**src/rtl/onchip_memory_copier_pkg.sv**
```systemverilog
// Shared definitions for the on-chip memory copier: FSM state encoding,
// CSR word offsets and CTRL register bit positions.
package onchip_memory_copier_pkg;

    typedef enum logic [2:0] {
        ST_IDLE    = 3'd0,
        ST_RD_REQ  = 3'd1,
        ST_RD_WAIT = 3'd2,
        ST_WR_REQ  = 3'd3,
        ST_FINISH  = 3'd4
    } state_e;

    localparam logic [1:0] CSR_SRC  = 2'd0;
    localparam logic [1:0] CSR_DST  = 2'd1;
    localparam logic [1:0] CSR_LEN  = 2'd2;
    localparam logic [1:0] CSR_CTRL = 2'd3;

    localparam int CTRL_GO     = 0;
    localparam int CTRL_BUSY   = 1;
    localparam int CTRL_DONE   = 2;
    localparam int CTRL_IRQ_EN = 3;

endpackage

```
**src/rtl/onchip_memory_copier_if.sv**
```systemverilog
// Bus bundle of the copier: the CSR slave port, the memory master port and
// the completion interrupt.
//   master : the copier's view (drives csr_readdata, m_*, irq)
//   slave  : the surrounding system's view (CSR host + memory)
interface onchip_memory_copier_if #(
    parameter int ADDR_W = 11,
    parameter int DATA_W = 32
);
    logic [1:0]          csr_address;
    logic                csr_chipselect;
    logic                csr_read;
    logic                csr_write;
    logic [31:0]         csr_writedata;
    logic [31:0]         csr_readdata;
    logic [ADDR_W-1:0]   m_address;
    logic                m_read;
    logic                m_write;
    logic [DATA_W-1:0]   m_writedata;
    logic [DATA_W/8-1:0] m_byteenable;
    logic [DATA_W-1:0]   m_readdata;
    logic                m_waitrequest;
    logic                m_readdatavalid;
    logic                irq;

    modport master (
        input  csr_address, csr_chipselect, csr_read, csr_write, csr_writedata,
        output csr_readdata,
        output m_address, m_read, m_write, m_writedata, m_byteenable,
        input  m_readdata, m_waitrequest, m_readdatavalid,
        output irq
    );

    modport slave (
        output csr_address, csr_chipselect, csr_read, csr_write, csr_writedata,
        input  csr_readdata,
        input  m_address, m_read, m_write, m_writedata, m_byteenable,
        output m_readdata, m_waitrequest, m_readdatavalid,
        input  irq
    );
endinterface

```
**src/rtl/onchip_memory_copier_csr.sv**
```systemverilog
// CSR block of the copier: SRC/DST/LEN/CTRL registers and read decode.
// Ports:
//   clk, reset          clock, synchronous active-high reset
//   csr_*               CSR slave port (readdata is combinational from address)
//   busy                transfer in progress (from the FSM); locks SRC/DST/LEN
//   done_set, done_clr  completion set / new-transfer clear of DONE
//   src, dst, len       programmed transfer parameters
//   irq_en, done        CTRL flags
//   go_wr               one-cycle pulse: CTRL written with GO=1
module onchip_memory_copier_csr
    import onchip_memory_copier_pkg::*;
#(
    parameter int ADDR_W = 11
) (
    input  logic              clk,
    input  logic              reset,
    input  logic [1:0]        csr_address,
    input  logic              csr_chipselect,
    input  logic              csr_read,
    input  logic              csr_write,
    input  logic [31:0]       csr_writedata,
    output logic [31:0]       csr_readdata,
    input  logic              busy,
    input  logic              done_set,
    input  logic              done_clr,
    output logic [ADDR_W-1:0] src,
    output logic [ADDR_W-1:0] dst,
    output logic [ADDR_W:0]   len,
    output logic              irq_en,
    output logic              done,
    output logic              go_wr
);
    localparam logic [ADDR_W:0] LEN_MAX = {1'b1, {ADDR_W{1'b0}}};

    // Lengths beyond the address space clamp to one full pass over it.
    function automatic logic [ADDR_W:0] sat_len(input logic [31:0] v);
        if (v > 32'(LEN_MAX)) begin
            return LEN_MAX;
        end else begin
            return v[ADDR_W:0];
        end
    endfunction

    logic [ADDR_W-1:0] src_q, src_d, dst_q, dst_d;
    logic [ADDR_W:0]   len_q, len_d;
    logic              irq_en_q, irq_en_d, done_q, done_d;
    logic              wr_en;
    logic              unused_read;

    // Reads have no side effects, so the read strobe is not needed.
    assign unused_read = csr_read;
    assign wr_en       = csr_chipselect & csr_write;

    always_comb begin
        src_d    = src_q;
        dst_d    = dst_q;
        len_d    = len_q;
        irq_en_d = irq_en_q;
        done_d   = done_q;
        go_wr    = 1'b0;
        if (wr_en) begin
            case (csr_address)
                CSR_SRC:  if (!busy) src_d = csr_writedata[ADDR_W-1:0];
                CSR_DST:  if (!busy) dst_d = csr_writedata[ADDR_W-1:0];
                CSR_LEN:  if (!busy) len_d = sat_len(csr_writedata);
                default: begin
                    go_wr    = csr_writedata[CTRL_GO];
                    irq_en_d = csr_writedata[CTRL_IRQ_EN];
                    if (csr_writedata[CTRL_DONE]) done_d = 1'b0;
                end
            endcase
        end
        if (done_clr) done_d = 1'b0;
        // Completion wins over a coincident write-1-clear so it is never lost.
        if (done_set) done_d = 1'b1;
    end

    always_ff @(posedge clk) begin
        if (reset) begin
            src_q    <= '0;
            dst_q    <= '0;
            len_q    <= '0;
            irq_en_q <= 1'b0;
            done_q   <= 1'b0;
        end else begin
            src_q    <= src_d;
            dst_q    <= dst_d;
            len_q    <= len_d;
            irq_en_q <= irq_en_d;
            done_q   <= done_d;
        end
    end

    always_comb begin
        csr_readdata = '0;
        case (csr_address)
            CSR_SRC: csr_readdata[ADDR_W-1:0] = src_q;
            CSR_DST: csr_readdata[ADDR_W-1:0] = dst_q;
            CSR_LEN: csr_readdata[ADDR_W:0]   = len_q;
            default: begin
                csr_readdata[CTRL_BUSY]   = busy;
                csr_readdata[CTRL_DONE]   = done_q;
                csr_readdata[CTRL_IRQ_EN] = irq_en_q;
            end
        endcase
    end

    assign src    = src_q;
    assign dst    = dst_q;
    assign len    = len_q;
    assign irq_en = irq_en_q;
    assign done   = done_q;
endmodule

```
**src/rtl/onchip_memory_copier.sv**
```systemverilog
// On-chip memory copier: copies LEN words from SRC to DST over a
// waitrequest/readdatavalid style master port, one read then one write per
// word, addresses ascending and wrapping modulo 2^ADDR_W.
// Ports:
//   clk    system clock
//   reset  synchronous active-high reset (aborts any transfer)
//   bus    CSR slave port, memory master port and irq (master modport)
module onchip_memory_copier
    import onchip_memory_copier_pkg::*;
#(
    parameter int ADDR_W = 11,
    parameter int DATA_W = 32
) (
    input logic                   clk,
    input logic                   reset,
    onchip_memory_copier_if.master bus
);
    localparam logic [ADDR_W-1:0] ADDR_ONE = ADDR_W'(1);
    localparam logic [ADDR_W:0]   CNT_ONE  = (ADDR_W + 1)'(1);

    state_e            state_q, state_d;
    logic [ADDR_W-1:0] src_q, src_d, dst_q, dst_d;
    logic [ADDR_W:0]   cnt_q, cnt_d;
    logic [DATA_W-1:0] data_q, data_d;
    logic              busy_q, busy_d;

    logic [ADDR_W-1:0] csr_src, csr_dst;
    logic [ADDR_W:0]   csr_len;
    logic              irq_en, done, go_wr;
    logic              start, zero_go, last_accept;

    onchip_memory_copier_csr #(.ADDR_W(ADDR_W)) u_csr (
        .clk            (clk),
        .reset          (reset),
        .csr_address    (bus.csr_address),
        .csr_chipselect (bus.csr_chipselect),
        .csr_read       (bus.csr_read),
        .csr_write      (bus.csr_write),
        .csr_writedata  (bus.csr_writedata),
        .csr_readdata   (bus.csr_readdata),
        .busy           (busy_q),
        .done_set       (last_accept | zero_go),
        .done_clr       (start),
        .src            (csr_src),
        .dst            (csr_dst),
        .len            (csr_len),
        .irq_en         (irq_en),
        .done           (done),
        .go_wr          (go_wr)
    );

    always_comb begin
        start       = go_wr && (state_q == ST_IDLE) && (csr_len != '0);
        zero_go     = go_wr && (state_q == ST_IDLE) && (csr_len == '0);
        last_accept = 1'b0;
        state_d     = state_q;
        src_d       = src_q;
        dst_d       = dst_q;
        cnt_d       = cnt_q;
        data_d      = data_q;
        busy_d      = busy_q;
        case (state_q)
            ST_IDLE: begin
                if (start) begin
                    src_d   = csr_src;
                    dst_d   = csr_dst;
                    cnt_d   = csr_len;
                    busy_d  = 1'b1;
                    state_d = ST_RD_REQ;
                end
            end
            ST_RD_REQ: begin
                if (!bus.m_waitrequest) state_d = ST_RD_WAIT;
            end
            ST_RD_WAIT: begin
                if (bus.m_readdatavalid) begin
                    data_d  = bus.m_readdata;
                    state_d = ST_WR_REQ;
                end
            end
            ST_WR_REQ: begin
                if (!bus.m_waitrequest) begin
                    src_d = src_q + ADDR_ONE;
                    dst_d = dst_q + ADDR_ONE;
                    cnt_d = cnt_q - CNT_ONE;
                    if (cnt_q > CNT_ONE) begin
                        state_d = ST_RD_REQ;
                    end else begin
                        // BUSY/DONE update on entry so FINISH already shows completion.
                        busy_d      = 1'b0;
                        last_accept = 1'b1;
                        state_d     = ST_FINISH;
                    end
                end
            end
            ST_FINISH: state_d = ST_IDLE;
            default:   state_d = ST_IDLE;
        endcase
    end

    always_ff @(posedge clk) begin
        if (reset) begin
            state_q <= ST_IDLE;
            src_q   <= '0;
            dst_q   <= '0;
            cnt_q   <= '0;
            data_q  <= '0;
            busy_q  <= 1'b0;
        end else begin
            state_q <= state_d;
            src_q   <= src_d;
            dst_q   <= dst_d;
            cnt_q   <= cnt_d;
            data_q  <= data_d;
            busy_q  <= busy_d;
        end
    end

    always_comb begin
        bus.m_read    = (state_q == ST_RD_REQ);
        bus.m_write   = (state_q == ST_WR_REQ);
        bus.m_address = '0;
        if (state_q == ST_RD_REQ) bus.m_address = src_q;
        if (state_q == ST_WR_REQ) bus.m_address = dst_q;
    end

    assign bus.m_writedata  = data_q;
    assign bus.m_byteenable = '1;
    assign bus.irq          = irq_en & done;
endmodule

```
**src/flat_wrapper.sv**
```systemverilog
// flat-port wrapper written by rule: the top's interface ports become plain ports
module onchip_memory_copier_flat import onchip_memory_copier_pkg::*;
#(
    parameter int ADDR_W = 11,
    parameter int DATA_W = 32
)
  (clk, reset, bus_csr_address, bus_csr_chipselect, bus_csr_read, bus_csr_write, bus_csr_writedata, bus_csr_readdata, bus_m_address, bus_m_read, bus_m_write, bus_m_writedata, bus_m_byteenable, bus_m_readdata, bus_m_waitrequest, bus_m_readdatavalid, bus_irq);
  onchip_memory_copier_if #(.ADDR_W(ADDR_W), .DATA_W(DATA_W)) bus_i ();
  input logic clk;
  input logic reset;
  input wire logic [$bits(bus_i.csr_address)-1:0] bus_csr_address;
  input wire logic [$bits(bus_i.csr_chipselect)-1:0] bus_csr_chipselect;
  input wire logic [$bits(bus_i.csr_read)-1:0] bus_csr_read;
  input wire logic [$bits(bus_i.csr_write)-1:0] bus_csr_write;
  input wire logic [$bits(bus_i.csr_writedata)-1:0] bus_csr_writedata;
  output wire logic [$bits(bus_i.csr_readdata)-1:0] bus_csr_readdata;
  output wire logic [$bits(bus_i.m_address)-1:0] bus_m_address;
  output wire logic [$bits(bus_i.m_read)-1:0] bus_m_read;
  output wire logic [$bits(bus_i.m_write)-1:0] bus_m_write;
  output wire logic [$bits(bus_i.m_writedata)-1:0] bus_m_writedata;
  output wire logic [$bits(bus_i.m_byteenable)-1:0] bus_m_byteenable;
  input wire logic [$bits(bus_i.m_readdata)-1:0] bus_m_readdata;
  input wire logic [$bits(bus_i.m_waitrequest)-1:0] bus_m_waitrequest;
  input wire logic [$bits(bus_i.m_readdatavalid)-1:0] bus_m_readdatavalid;
  output wire logic [$bits(bus_i.irq)-1:0] bus_irq;
  assign bus_i.csr_address = bus_csr_address;
  assign bus_i.csr_chipselect = bus_csr_chipselect;
  assign bus_i.csr_read = bus_csr_read;
  assign bus_i.csr_write = bus_csr_write;
  assign bus_i.csr_writedata = bus_csr_writedata;
  assign bus_csr_readdata = bus_i.csr_readdata;
  assign bus_m_address = bus_i.m_address;
  assign bus_m_read = bus_i.m_read;
  assign bus_m_write = bus_i.m_write;
  assign bus_m_writedata = bus_i.m_writedata;
  assign bus_m_byteenable = bus_i.m_byteenable;
  assign bus_i.m_readdata = bus_m_readdata;
  assign bus_i.m_waitrequest = bus_m_waitrequest;
  assign bus_i.m_readdatavalid = bus_m_readdatavalid;
  assign bus_irq = bus_i.irq;
  onchip_memory_copier #(.ADDR_W(ADDR_W), .DATA_W(DATA_W)) u_core (.clk(clk), .reset(reset), .bus(bus_i));
endmodule
```
**config.mk**
```make
export PLATFORM = sky130hd
export DESIGN_NAME = onchip_memory_copier_flat
export DESIGN_NICKNAME = d
export VERILOG_FILES = /design/src/rtl/onchip_memory_copier_pkg.sv /design/src/rtl/onchip_memory_copier_if.sv /design/src/rtl/onchip_memory_copier_csr.sv /design/src/rtl/onchip_memory_copier.sv /design/src/flat_wrapper.sv
export SDC_FILE = /design/constraint.sdc
export NUM_CORES = 1
export LEC_CHECK = 0
export ABC_AREA = 1
export BUFFER_PORTS_ARGS = -buffer_cell sky130_fd_sc_hd__buf_2
export CAP_MARGIN = 20
export CORE_UTILIZATION = 55
export DETAILED_ROUTE_END_ITERATION = 7
export HOLD_SLACK_MARGIN = 0.08
export PLACE_DENSITY_LB_ADDON = 0.2
export SYNTH_ARGS = -nofsm -noshare
export SYNTH_HDL_FRONTEND = slang
export SYNTH_SLANG_ARGS = --single-unit
```
**constraint.sdc**
```tcl
create_clock -name clk -period 3 [get_ports clk]
set_clock_uncertainty 0.2 [all_clocks]
set_input_delay 0.45 -clock clk [delete_from_list [all_inputs] [get_ports clk]]
set_output_delay 0.45 -clock clk [all_outputs]
set_load 0.01 [all_outputs]
```
==> impl_metrics.env, run 1 <==
export IMPL_grt_first_pass_wirelength_mm=23.81
export IMPL_max_cap_violations=0
export IMPL_final_instance_count_excl_fill=1114
export IMPL_critical_path_endpoint="bus_m_address[9]"
export IMPL_max_clock_path_buffers=2
export IMPL_power_report_internal_total_uw=2148
export IMPL_startpoint="u_core.state_q[2]"
export IMPL_worst_slew_margin_rel=0.3770
export IMPL_timing_reg2reg_setup_slack_ns=0.69
export IMPL_synthArstFlopShare=0
export IMPL_p_sw_frac=0.3405
export IMPL_cp_peak_stage_delay_ns=0.35
export IMPL_ys_seq_elements=106
export IMPL_grt_overflow_total=0
export IMPL_buffers_inserted_by_post_cts_timing_repair=0
export IMPL_synth_edf_count=0
export IMPL_path_buf_inv=3
export IMPL_regToRegEndpoint="u_core.dst_q[3]"
export IMPL_first_global_vias=5181
export IMPL_areaGrowthSynthToFinish_pct=14.87
export IMPL_number_of_buffers_inserted_during_clock_tree_synthesis=9
export IMPL_cts_repair_resized=0
export IMPL_cts_tree="built"
export IMPL_final_hold_violation_count=0
export IMPL_power_density_mw_per_mm2=509.6
export IMPL_routed_via_density=5.226
export IMPL_cts_num_sinks=106
export IMPL_detail_route_antenna_nets=0
export IMPL_floorplan_die_height_um=102.6
export IMPL_endpoint_kind="output port"
export IMPL_max_freq_ghz=0.3739
export IMPL_power_switching_uw=1109
export IMPL_min_delay_path_class="in2reg"
export IMPL_timing_critical_path_arrival_ns=2.02
export IMPL_coreArea_mm2=0.009774
export IMPL_post_synth_instance_area_mm2=0.005563
export IMPL_start_util=0.5691
export IMPL_die_area_mm2=0.01052
export IMPL_die_w_um=102.6
export IMPL_p_seq_frac=0.500
export IMPL_clockRootBuffer="clkbuf_8"
export IMPL_design_portCount=155
export IMPL_synthDominantCellAreaShare=0.3815
export IMPL_cell_family_with_the_largest_share_of_critical_path_delay="buffers and inverters"
export IMPL_yosys_warnings=0
export IMPL_timing_hold_ws_ns=0.09433
export IMPL_timing_critical_path_required_ns=2.35
export IMPL_row_count=36
export IMPL_grt_antenna_before_repair=0
export IMPL_setup_tns_ns=0
export IMPL_result_of_the_run="finished, final reports clean"
export IMPL_global_route_usage_total=0.2881
export IMPL_worst_r2r_cell_count=8
export IMPL_worstReg2RegStart="u_core.state_q[2]"
export IMPL_number_of_stages_on_the_worst_setup_path=6
export IMPL_grt_start_max_net_pins=86
export IMPL_dr_first_iter_drc_count=338
export IMPL_finish_net_count=1054
export IMPL_cp_slowest_cell="clkinv_1"
export IMPL_path_type_of_the_worst_setup_path="reg2out"
export IMPL_htreeDepth=3
export IMPL_postPlaceCellArea_mm2=0.006186
export IMPL_placement_io_buffers=129
export IMPL_num_vias=5822
export IMPL_final_max_slew_viol_count=0
export IMPL_place_inst=1097
export IMPL_synth_largest_area_cell="dfxtp_1"
export IMPL_post_synth_num_cell_types=34
export IMPL_fraction_of_final_layout_cells_sized_beyond_drive_strength_1=0.1682
export IMPL_synth_avg_cell_area_um2=6.416
export IMPL_rsz0062_at_grt="no"
export IMPL_drc_errors=0
export IMPL_synthCells=867
export IMPL_worst_path_max_fanout=10
export IMPL_finalCritPeriodShare=0.8914
export IMPL_route_detailed_wl_per_inst_um=13.06
export IMPL_gp_congestion=0.9673
export IMPL_min_period_ns=2.674
export IMPL_diodes=0
export IMPL_worst_pin_slew_ns=0.9335
export IMPL_total_of_endpoints_with_negative_setup_slack_in_the_final_report=0
export IMPL_drt_total_wl_mm=14.55
export IMPL_most_common_flop_cell_mapped_by_yosys="dfxtp_1"
export IMPL_seq_area_frac_synth=0.3815
export IMPL_place_detailed_hpwl_mm=10.47
export IMPL_leading_cell_types_by_total_area_after_synthesis="dfxtp_1, nor2_1, nand2_1, o21ai_0, nand3_1"
export IMPL_postLayoutCellArea_mm2=0.006390
export IMPL_drt_pass1_iter_count=6
export IMPL_leakage_uw=0.003092
export IMPL_ir_worst_vdd_mv=0.4090
export IMPL_combPwrFrac=0.241
export IMPL_timing_critical_path_from_type="flop"
export IMPL_clk_pin_slew_ns=0.10
export IMPL_clock_power_share=0.259
export IMPL_timing_critical_path_cells="inv_1 -> nand2_1 -> nor2_1 -> clkinv_1 -> o21ai_0 -> buf_2"
export IMPL_clock_insertion_delay_worst_skew_ns=0.37
[through the flow]
step	setup slack [ns]	power (uW)	utilization
finish	0.3258	3256	0.6537
global route	0.1825	3457	0.6537
CTS	0.3513	3270	0.6527
detailed placement	0.7534	2432	0.6329
global placement	0.7743	2421	0.6329
floorplan	1.048	2185	-
[final cells by class]
class	instances	area, um2
Inverter	74	277.8
Fill cell	962	3385
Timing Repair Buffer	140	758.2
Clock buffer	10	137.6
Multi-Input combinational cell	646	2882
Clock inverter	5	46.29
Tap cell	133	166.4
Sequential cell	106	2122
[sequential cells by signal, indices dropped and copies added (netlist names)]
signal,cells
u_core.busy_q,1
u_core.u_csr.src,11
u_core.dst_q,11
u_core.bus.m_writedata,32
u_core.u_csr.len,12
u_core.u_csr.dst,11
u_core.cnt_q,12
u_core.u_csr.irq_en,1
u_core.u_csr.done,1
u_core.src_q,11
u_core.state_q,3
[logic make-up (layout without fill, tap and decap cells)]
family / count (synthesis) / count (layout) / synth area share
AO/OA/AOI/OAI: 180 / 180 / 0.1714
adder cells (fa/ha/maj): 4 / 4 / 0.008997
flip-flops: 106 / 106 / 0.3815
XOR/XNOR: 2 / 2 / 0.003149
buffers and inverters: 137 / 229 / 0.1154
other: 2 / 24 / 0.001350
AND/OR/NAND/NOR: 436 / 436 / 0.3183
[synthesized netlist by cell type, types with 2 or more instances]
master and n:
conb_1 2, ha_1 4, inv_2 4, buf_1 2
nand2_1 156, nand3_1 64, xor2_1 2, nor2_2 4
o21ai_1 14, nand4_1 6, a21oi_1 38, clkbuf_1 23
inv_1 69, o21ai_0 108, nor3_1 6, o221ai_1 5
buf_4 27, nor2_1 196, buf_6 2, buf_2 8
o2111ai_1 2, dfxtp_1 106, o211ai_1 3, o22ai_1 6
[layer usage]
| metal | wire, um | up-vias | track usage |
|---|---|---|---|
| met5 | 0 | - | 0 |
| met4 | 299 | 0 | 0.1022 |
| met3 | 916 | 29 | 0.05153 |
| met2 | 6847 | 208 | 0.4872 |
| met1 | 6487 | 2609 | 0.3688 |
| li1 | - | 2976 | - |
[cells in the final DEF (no fill, tap or decap)]
cell type and count:
buf_2 129, clkinv_4 2, inv_6 2, dlygate4sd3_1 2, o22ai_1 6, o21ai_1 14
dfxtp_1 106, a22o_1 1, o2111ai_1 2, nand2_4 1, buf_12 2, o221ai_1 5
inv_8 1, a31oi_1 1, ha_1 4, o31ai_1 1, nand4_1 6, conb_1 24
xor2_1 2, buf_4 7, nor2_2 4, nand3_1 64, o2bb2ai_1 1, inv_1 68
nand2_2 1, a21oi_1 38, nor2_1 196, clkbuf_8 10, clkinv_1 1, nand3b_1 1
nor3_1 6, nand2_1 156, nor2_4 1, inv_2 5, o211ai_1 3, o21ai_0 108
[worst min-delay path by stage]
stage	from	to	depth (start not counted)	slack, ns
finish	bus_m_readdata[31]	u_core.bus.m_writedata[31]	3	0.09
global placement	u_core.cnt_q[10]	u_core.cnt_q[10]	2	0.27
floorplan	u_core.busy_q	u_core.busy_q	2	0.24
CTS	bus_m_readdata[26]	u_core.bus.m_writedata[26]	3	0.08
detailed placement	u_core.cnt_q[10]	u_core.cnt_q[10]	2	0.27
global route	bus_m_readdata[26]	u_core.bus.m_writedata[26]	3	0.09
[power by group through the flow]
stage	Clock (uW)	Combinational [uW]	Sequential, uW
2_1_floorplan	0	509	1680
3_3_place_gp	0	768	1650
3_5_place_dp	0	778	1650
4_1_cts	862	783	1620
5_1_grt	914	897	1650
6_report	844	785	1630
[tightest hold or removal path, stage by stage]
cell	delay, ns
buf_2	0.07
nor2_1	0.03
nor2_1	0.08
[repair_timing]
| action | 4_1_cts | 5_1_grt |
|---|---|---|
| endpoints found under the setup margin | 0 | 0 |
| hold buffers | 1 | 1 |
| hold endpoints to repair | 1 | 1 |
No activity file was read; power rests on OpenSTA's default activity.
==> run 2, diff against run 1 <==
--- a/config.mk
+++ b/config.mk
@@ -12,6 +12,7 @@
 export DETAILED_ROUTE_END_ITERATION = 7
 export HOLD_SLACK_MARGIN = 0.08
 export PLACE_DENSITY_LB_ADDON = 0.2
+export RECOVER_POWER = 100
 export SYNTH_ARGS = -nofsm -noshare
 export SYNTH_HDL_FRONTEND = slang
 export SYNTH_SLANG_ARGS = --single-unit
==> impl_metrics.env, run 2 (synthesis gave the netlist of run 1 again) <==
export IMPL_result_of_the_run="finished, final reports clean"
export IMPL_power_density_mw_per_mm2=512.9
export IMPL_worst_path_max_fanout=10
export IMPL_grt_start_max_net_pins=86
export IMPL_max_cap_violations=0
export IMPL_clockRootBuffer="clkbuf_8"
export IMPL_finalCritPeriodShare=0.8970
export IMPL_max_clock_path_buffers=2
export IMPL_cts_tree="built"
export IMPL_min_period_ns=2.691
export IMPL_max_reg_flops=32
export IMPL_global_route_usage_total=0.2881
export IMPL_timing_critical_path_cells="inv_1 -> nand2_1 -> nor2_1 -> clkinv_1 -> o21ai_0 -> clkbuf_1"
export IMPL_drt_total_wl_mm=14.57
export IMPL_design_portCount=155
export IMPL_placement_io_buffers=129
export IMPL_buffers_inserted_by_post_cts_timing_repair=0
export IMPL_finish_net_count=1054
export IMPL_drt_pass1_iter_count=5
export IMPL_ir_worst_vdd_mv=0.4061
export IMPL_cp_slowest_cell="clkinv_1"
export IMPL_row_count=36
export IMPL_setup_tns_ns=0
export IMPL_max_freq_ghz=0.3716
export IMPL_min_delay_path_class="in2reg"
export IMPL_timing_critical_path_arrival_ns=2.04
export IMPL_routed_via_density=5.218
export IMPL_fraction_of_final_layout_cells_sized_beyond_drive_strength_1=0.1070
export IMPL_leakage_uw=0.002841
export IMPL_number_of_buffers_inserted_during_clock_tree_synthesis=9
export IMPL_drc_errors=0
export IMPL_htreeDepth=3
export IMPL_endpoint_kind="output port"
export IMPL_clock_insertion_delay_worst_skew_ns=0.37
export IMPL_detail_route_antenna_nets=0
export IMPL_path_type_of_the_worst_setup_path="reg2out"
export IMPL_start_util=0.5691
export IMPL_coreArea_mm2=0.009774
export IMPL_final_max_slew_viol_count=0
export IMPL_route_detailed_wl_per_inst_um=13.08
export IMPL_total_of_endpoints_with_negative_setup_slack_in_the_final_report=0
export IMPL_timing_critical_path_from_type="flop"
export IMPL_final_hold_violation_count=0
export IMPL_grt_overflow_total=0
export IMPL_die_area_mm2=0.01052
export IMPL_diodes=0
export IMPL_timing_critical_path_required_ns=2.35
export IMPL_grt_antenna_before_repair=0
export IMPL_first_global_vias=5181
export IMPL_place_detailed_hpwl_mm=10.47
export IMPL_cts_num_sinks=106
export IMPL_worst_pin_slew_ns=1.453
export IMPL_areaGrowthSynthToFinish_pct=13.16
export IMPL_dr_first_iter_drc_count=348
export IMPL_final_cell_mix="nor2_1, nand2_1, o21ai_0, dfxtp_1, buf_2"
export IMPL_grt_first_pass_wirelength_mm=23.81
export IMPL_die_w_um=102.6
export IMPL_post_layout_total_power_uw=3229
export IMPL_rsz0062_at_grt="no"
export IMPL_worst_slew_margin_rel=0.03147
export IMPL_cp_peak_stage_delay_ns=0.36
export IMPL_gp_congestion=0.9673
export IMPL_floorplan_die_height_um=102.6
export IMPL_num_vias=5813
export IMPL_mostFrequentLayoutCell="nor2_1"
export IMPL_clk_pin_slew_ns=0.10
-- run 2: per-layer routing --
| metal | track usage | up-vias | part of all wire |
|---|---|---|---|
| li1 | - | 2982 | - |
| met1 | 0.3688 | 2602 | 0.45 |
| met2 | 0.4872 | 206 | 0.47 |
| met3 | 0.05153 | 23 | 0.060 |
| met4 | 0.1022 | 0 | 0.018 |
| met5 | 0 | - | 0 |
-- run 2: worst paths after layout --
path,from,endpoint,slack (ns),cells after the start
min reg2reg,u_core.cnt_q[10],u_core.cnt_q[10],0.29,2
max,u_core.state_q[2],bus_m_address[9],0.31,6
max reg2reg,u_core.state_q[2],u_core.dst_q[10],0.59,9
min,bus_m_readdata[0],u_core.bus.m_writedata[0],0.09,3
-- run 2: power by group --
part	internal, uW	switching (uW)
combinational	247	510
sequential	1540	90.6
clock	335	508
-- run 2: cell type report --
type,instances,area [um2]
fill,999,3480
inverter,74,277.8
clock inverter,5,46.29
sequential,106,2122
tap,133,166.4
timing repair buffer,140,665.6
multi-input combinational,646,2879
clock buffer,10,137.6
-- run 2: through the flow --
step / worst slack, ns / instances / util / area, um2 / hold slack [ns]
floorplan: 1.048 / 889 / - / 5645 / 0.2416
global placement: 0.7743 / 1097 / 0.6329 / 6186 / 0.2704
detailed placement: 0.7534 / 1097 / 0.6329 / 6186 / 0.2722
CTS: 0.3513 / 1113 / 0.6527 / 6380 / 0.08031
global route: 0.1528 / 1114 / 0.6440 / 6295 / 0.08543
finish: 0.3091 / 1114 / 0.6440 / 6295 / 0.09337
-- run 2: worst max-delay path: cells and delay by family (launching register included) --
family / cells / cell delay (ns)
flops: 1 / 0.33
buf+inv: 3 / 0.66
compound gates: 1 / 0.31
simple gates: 2 / 0.37
-- run 2: timing repair --
action,in CTS,in global routing
endpoints found under the hold margin,1,1
resized for setup,0,0
hold buffers,1,1
==> run 3, diff against run 2 <==
--- a/config.mk
+++ b/config.mk
@@ -5,10 +5,10 @@
 export SDC_FILE = /design/constraint.sdc
 export NUM_CORES = 1
 export LEC_CHECK = 0
-export ABC_AREA = 1
+export ABC_AREA = 0
 export BUFFER_PORTS_ARGS = -buffer_cell sky130_fd_sc_hd__buf_2
 export CAP_MARGIN = 20
-export CORE_UTILIZATION = 55
+export CORE_UTILIZATION = 50
 export DETAILED_ROUTE_END_ITERATION = 7
 export HOLD_SLACK_MARGIN = 0.08
 export PLACE_DENSITY_LB_ADDON = 0.2
==> impl_metrics.env, run 3 <==
export IMPL_worstReg2RegStart="u_core.state_q[1]"
export IMPL_coreArea_mm2=0.01042
export IMPL_number_of_buffers_inserted_during_clock_tree_synthesis=9
export IMPL_timing_critical_path_cells="nand3b_1 -> inv_1 -> a22o_1 -> clkbuf_1"
export IMPL_design_portCount=155
export IMPL_areaGrowthSynthToFinish_pct=14.01
export IMPL_setup_tns_ns=0
export IMPL_power_density_mw_per_mm2=398.5
export IMPL_most_common_flop_cell_mapped_by_yosys="dfxtp_1"
export IMPL_path_type_of_the_worst_setup_path="reg2out"
export IMPL_routed_via_density=6.063
export IMPL_worst_slew_margin_rel=0.1571
export IMPL_result_of_the_run="finished, final reports clean"
export IMPL_route_detailed_wl_per_inst_um=17.17
export IMPL_cts_repair_resized=0
export IMPL_min_delay_path_class="in2reg"
export IMPL_gp_congestion=0.8583
export IMPL_path_buf_inv=2
export IMPL_drc_errors=0
export IMPL_final_cell_mix="nand2_1, dfxtp_1, buf_2, clkbuf_1, a21oi_1"
export IMPL_max_freq_ghz=0.3482
export IMPL_timing_critical_path_arrival_ns=2.22
export IMPL_drt_total_wl_mm=15.59
export IMPL_postCtsHoldBufs=0
export IMPL_final_hold_violation_count=0
export IMPL_global_route_usage_total=0.2757
export IMPL_postLayoutCellArea_mm2=0.006202
export IMPL_start_util=0.5223
export IMPL_seq_area_frac_synth=0.3901
export IMPL_cell_family_with_the_largest_share_of_critical_path_delay="buffers and inverters"
export IMPL_leakage_uw=0.002210
export IMPL_synth_largest_area_cell="dfxtp_1"
export IMPL_timing_critical_path_required_ns=2.35
export IMPL_grt_first_pass_wirelength_mm=24.78
export IMPL_endpoint_kind="output port"
export IMPL_grt_start_max_net_pins=64
export IMPL_synth_avg_cell_area_um2=8.255
export IMPL_ir_worst_vdd_mv=0.2737
export IMPL_floorplan_die_height_um=106.3
export IMPL_drt_pass1_iter_count=6
export IMPL_dr_first_iter_drc_count=677
export IMPL_num_vias=5505
export IMPL_fillerInstances=973
export IMPL_rsz0062_at_grt="no"
export IMPL_max_clock_path_buffers=2
export IMPL_multiInputGateArea_mm2=0.002984
export IMPL_ys_seq_elements=106
export IMPL_final_max_slew_viol_count=0
export IMPL_diodes=0
export IMPL_synthArstFlopShare=0
export IMPL_synthDominantCellAreaShare=0.3901
export IMPL_clock_insertion_delay_worst_skew_ns=0.37
export IMPL_layout_area_seq_mm2=0.002122
export IMPL_clk_pin_slew_ns=0.11
export IMPL_postPlaceCellArea_mm2=0.006138
export IMPL_place_detailed_hpwl_mm=11.03
export IMPL_leading_cell_types_by_total_area_after_synthesis="dfxtp_1, nand2_1, mux2i_1, a21oi_1, a22o_1"
export IMPL_row_count=37
export IMPL_grt_overflow_total=0
export IMPL_grt_antenna_before_repair=0
export IMPL_fraction_of_final_layout_cells_sized_beyond_drive_strength_1=0.1477
export IMPL_finalCritPeriodShare=0.9573
export IMPL_max_reg_flops=32
export IMPL_worst_path_max_fanout=26
export IMPL_first_global_vias=4923
export IMPL_mostFrequentLayoutCell="nand2_1"
export IMPL_synth_edf_count=0
export IMPL_post_layout_total_power_uw=2472
export IMPL_die_w_um=106.3
export IMPL_cell_with_the_most_instances_after_synthesis="nand2_1"
export IMPL_yosys_warnings=0
export IMPL_buffers_inserted_by_post_cts_timing_repair=0
export IMPL_finish_net_count=844
export IMPL_cts_num_sinks=106
export IMPL_post_synth_instance_area_mm2=0.005440
export IMPL_worst_pin_slew_ns=1.264
export IMPL_die_area_mm2=0.01130
export IMPL_total_of_endpoints_with_negative_setup_slack_in_the_final_report=0
export IMPL_synthCells=659
export IMPL_clockRootBuffer="clkbuf_8"
export IMPL_cp_slowest_cell="inv_1"
export IMPL_detail_route_antenna_nets=0
export IMPL_startpoint="u_core.state_q[1]"
export IMPL_min_period_ns=2.872
export IMPL_yosys_top_cells_count="nand2_1, dfxtp_1, a21oi_1"
export IMPL_cp_peak_stage_delay_ns=0.66
export IMPL_timing_hold_worst_start="bus_m_readdata[4]"
export IMPL_placement_io_buffers=129
export IMPL_htreeDepth=3
export IMPL_max_cap_violations=0
export IMPL_timing_critical_path_from_type="flop"
export IMPL_cts_tree="built"
export IMPL_post_synth_num_cell_types=56
## run 3: cell count changes in the layout (fill, tap and decap cells not counted), sizes merged, moves of 10 or more
cell    delta
a211oi    +15
nor4      +14
nor2     -160
o311ai    +10
mux2i     +30
o31ai     +11
o32ai     +15
o21ai    -111
a21oi     +14
nand2     -36
inv       -65
nand3     -48
a22o      +20
## run 3: final timing paths
kind	to	slack [ns]	cells after the start
max	bus_m_address[3]	0.13	4
min reg2reg	u_core.bus.m_writedata[22]	0.26	2
max reg2reg	u_core.cnt_q[10]	0.38	6
min	u_core.bus.m_writedata[4]	0.1	3
## run 3: report_power, final
group	internal, uW	total (uW)	switching, uW
clock	324	873	550
combinational	63.3	176	112
sequential	1410	1420	8.66
total	1800	2470	670
## run 3: final cells by class
type                    instances  area share
repair buffers                151      0.1140
multi-input cells             491      0.4811
clock inverters                 6    0.009885
inverters                       8    0.004842
well taps                     136     0.02744
flip-flops and latches        106      0.3421
clock buffers                  10     0.02058
## run 3: stage by stage
stage	util	worst slack, ns	hold slack (ns)	cells
2_1_floorplan	-	0.7646	0.2416	681
3_3_place_gp	0.5893	0.4565	0.2387	892
3_5_place_dp	0.5893	0.3978	0.2461	892
4_1_cts	0.6074	0.1481	0.08856	908
5_1_grt	0.5954	0.01548	0.08600	908
6_report	0.5954	0.1280	0.09729	908
## run 3: cells by family after synthesis
| logic type | Yosys count | synth area share |
|---|---|---|
| XOR/XNOR | 1 | 0.001610 |
| adder cells (fa/ha/maj) | 4 | 0.009200 |
| AO/OA/AOI/OAI | 175 | 0.2330 |
| flip-flops | 106 | 0.3901 |
| AND/OR/NAND/NOR | 254 | 0.2210 |
| buffers and inverters | 84 | 0.07613 |
| multiplexers | 33 | 0.06762 |
| other | 2 | 0.001380 |
## run 3: metal layers
metal  GRT usage  up-vias  share of wire
li1            -     2596              -
met1      0.3841     2642           0.44
met2      0.4327      246           0.46
met3     0.04292       21          0.082
met4     0.09425        0          0.016
met5           0        -              0
## run 3: worst register-to-register path, stage by stage (launching register included)
cell      delay, ns
dfxtp_1        0.53
nand3b_1       0.25
inv_1          0.66
clkbuf_1       0.30
and2_0         0.23
a32oi_1        0.12
o32ai_1        0.25
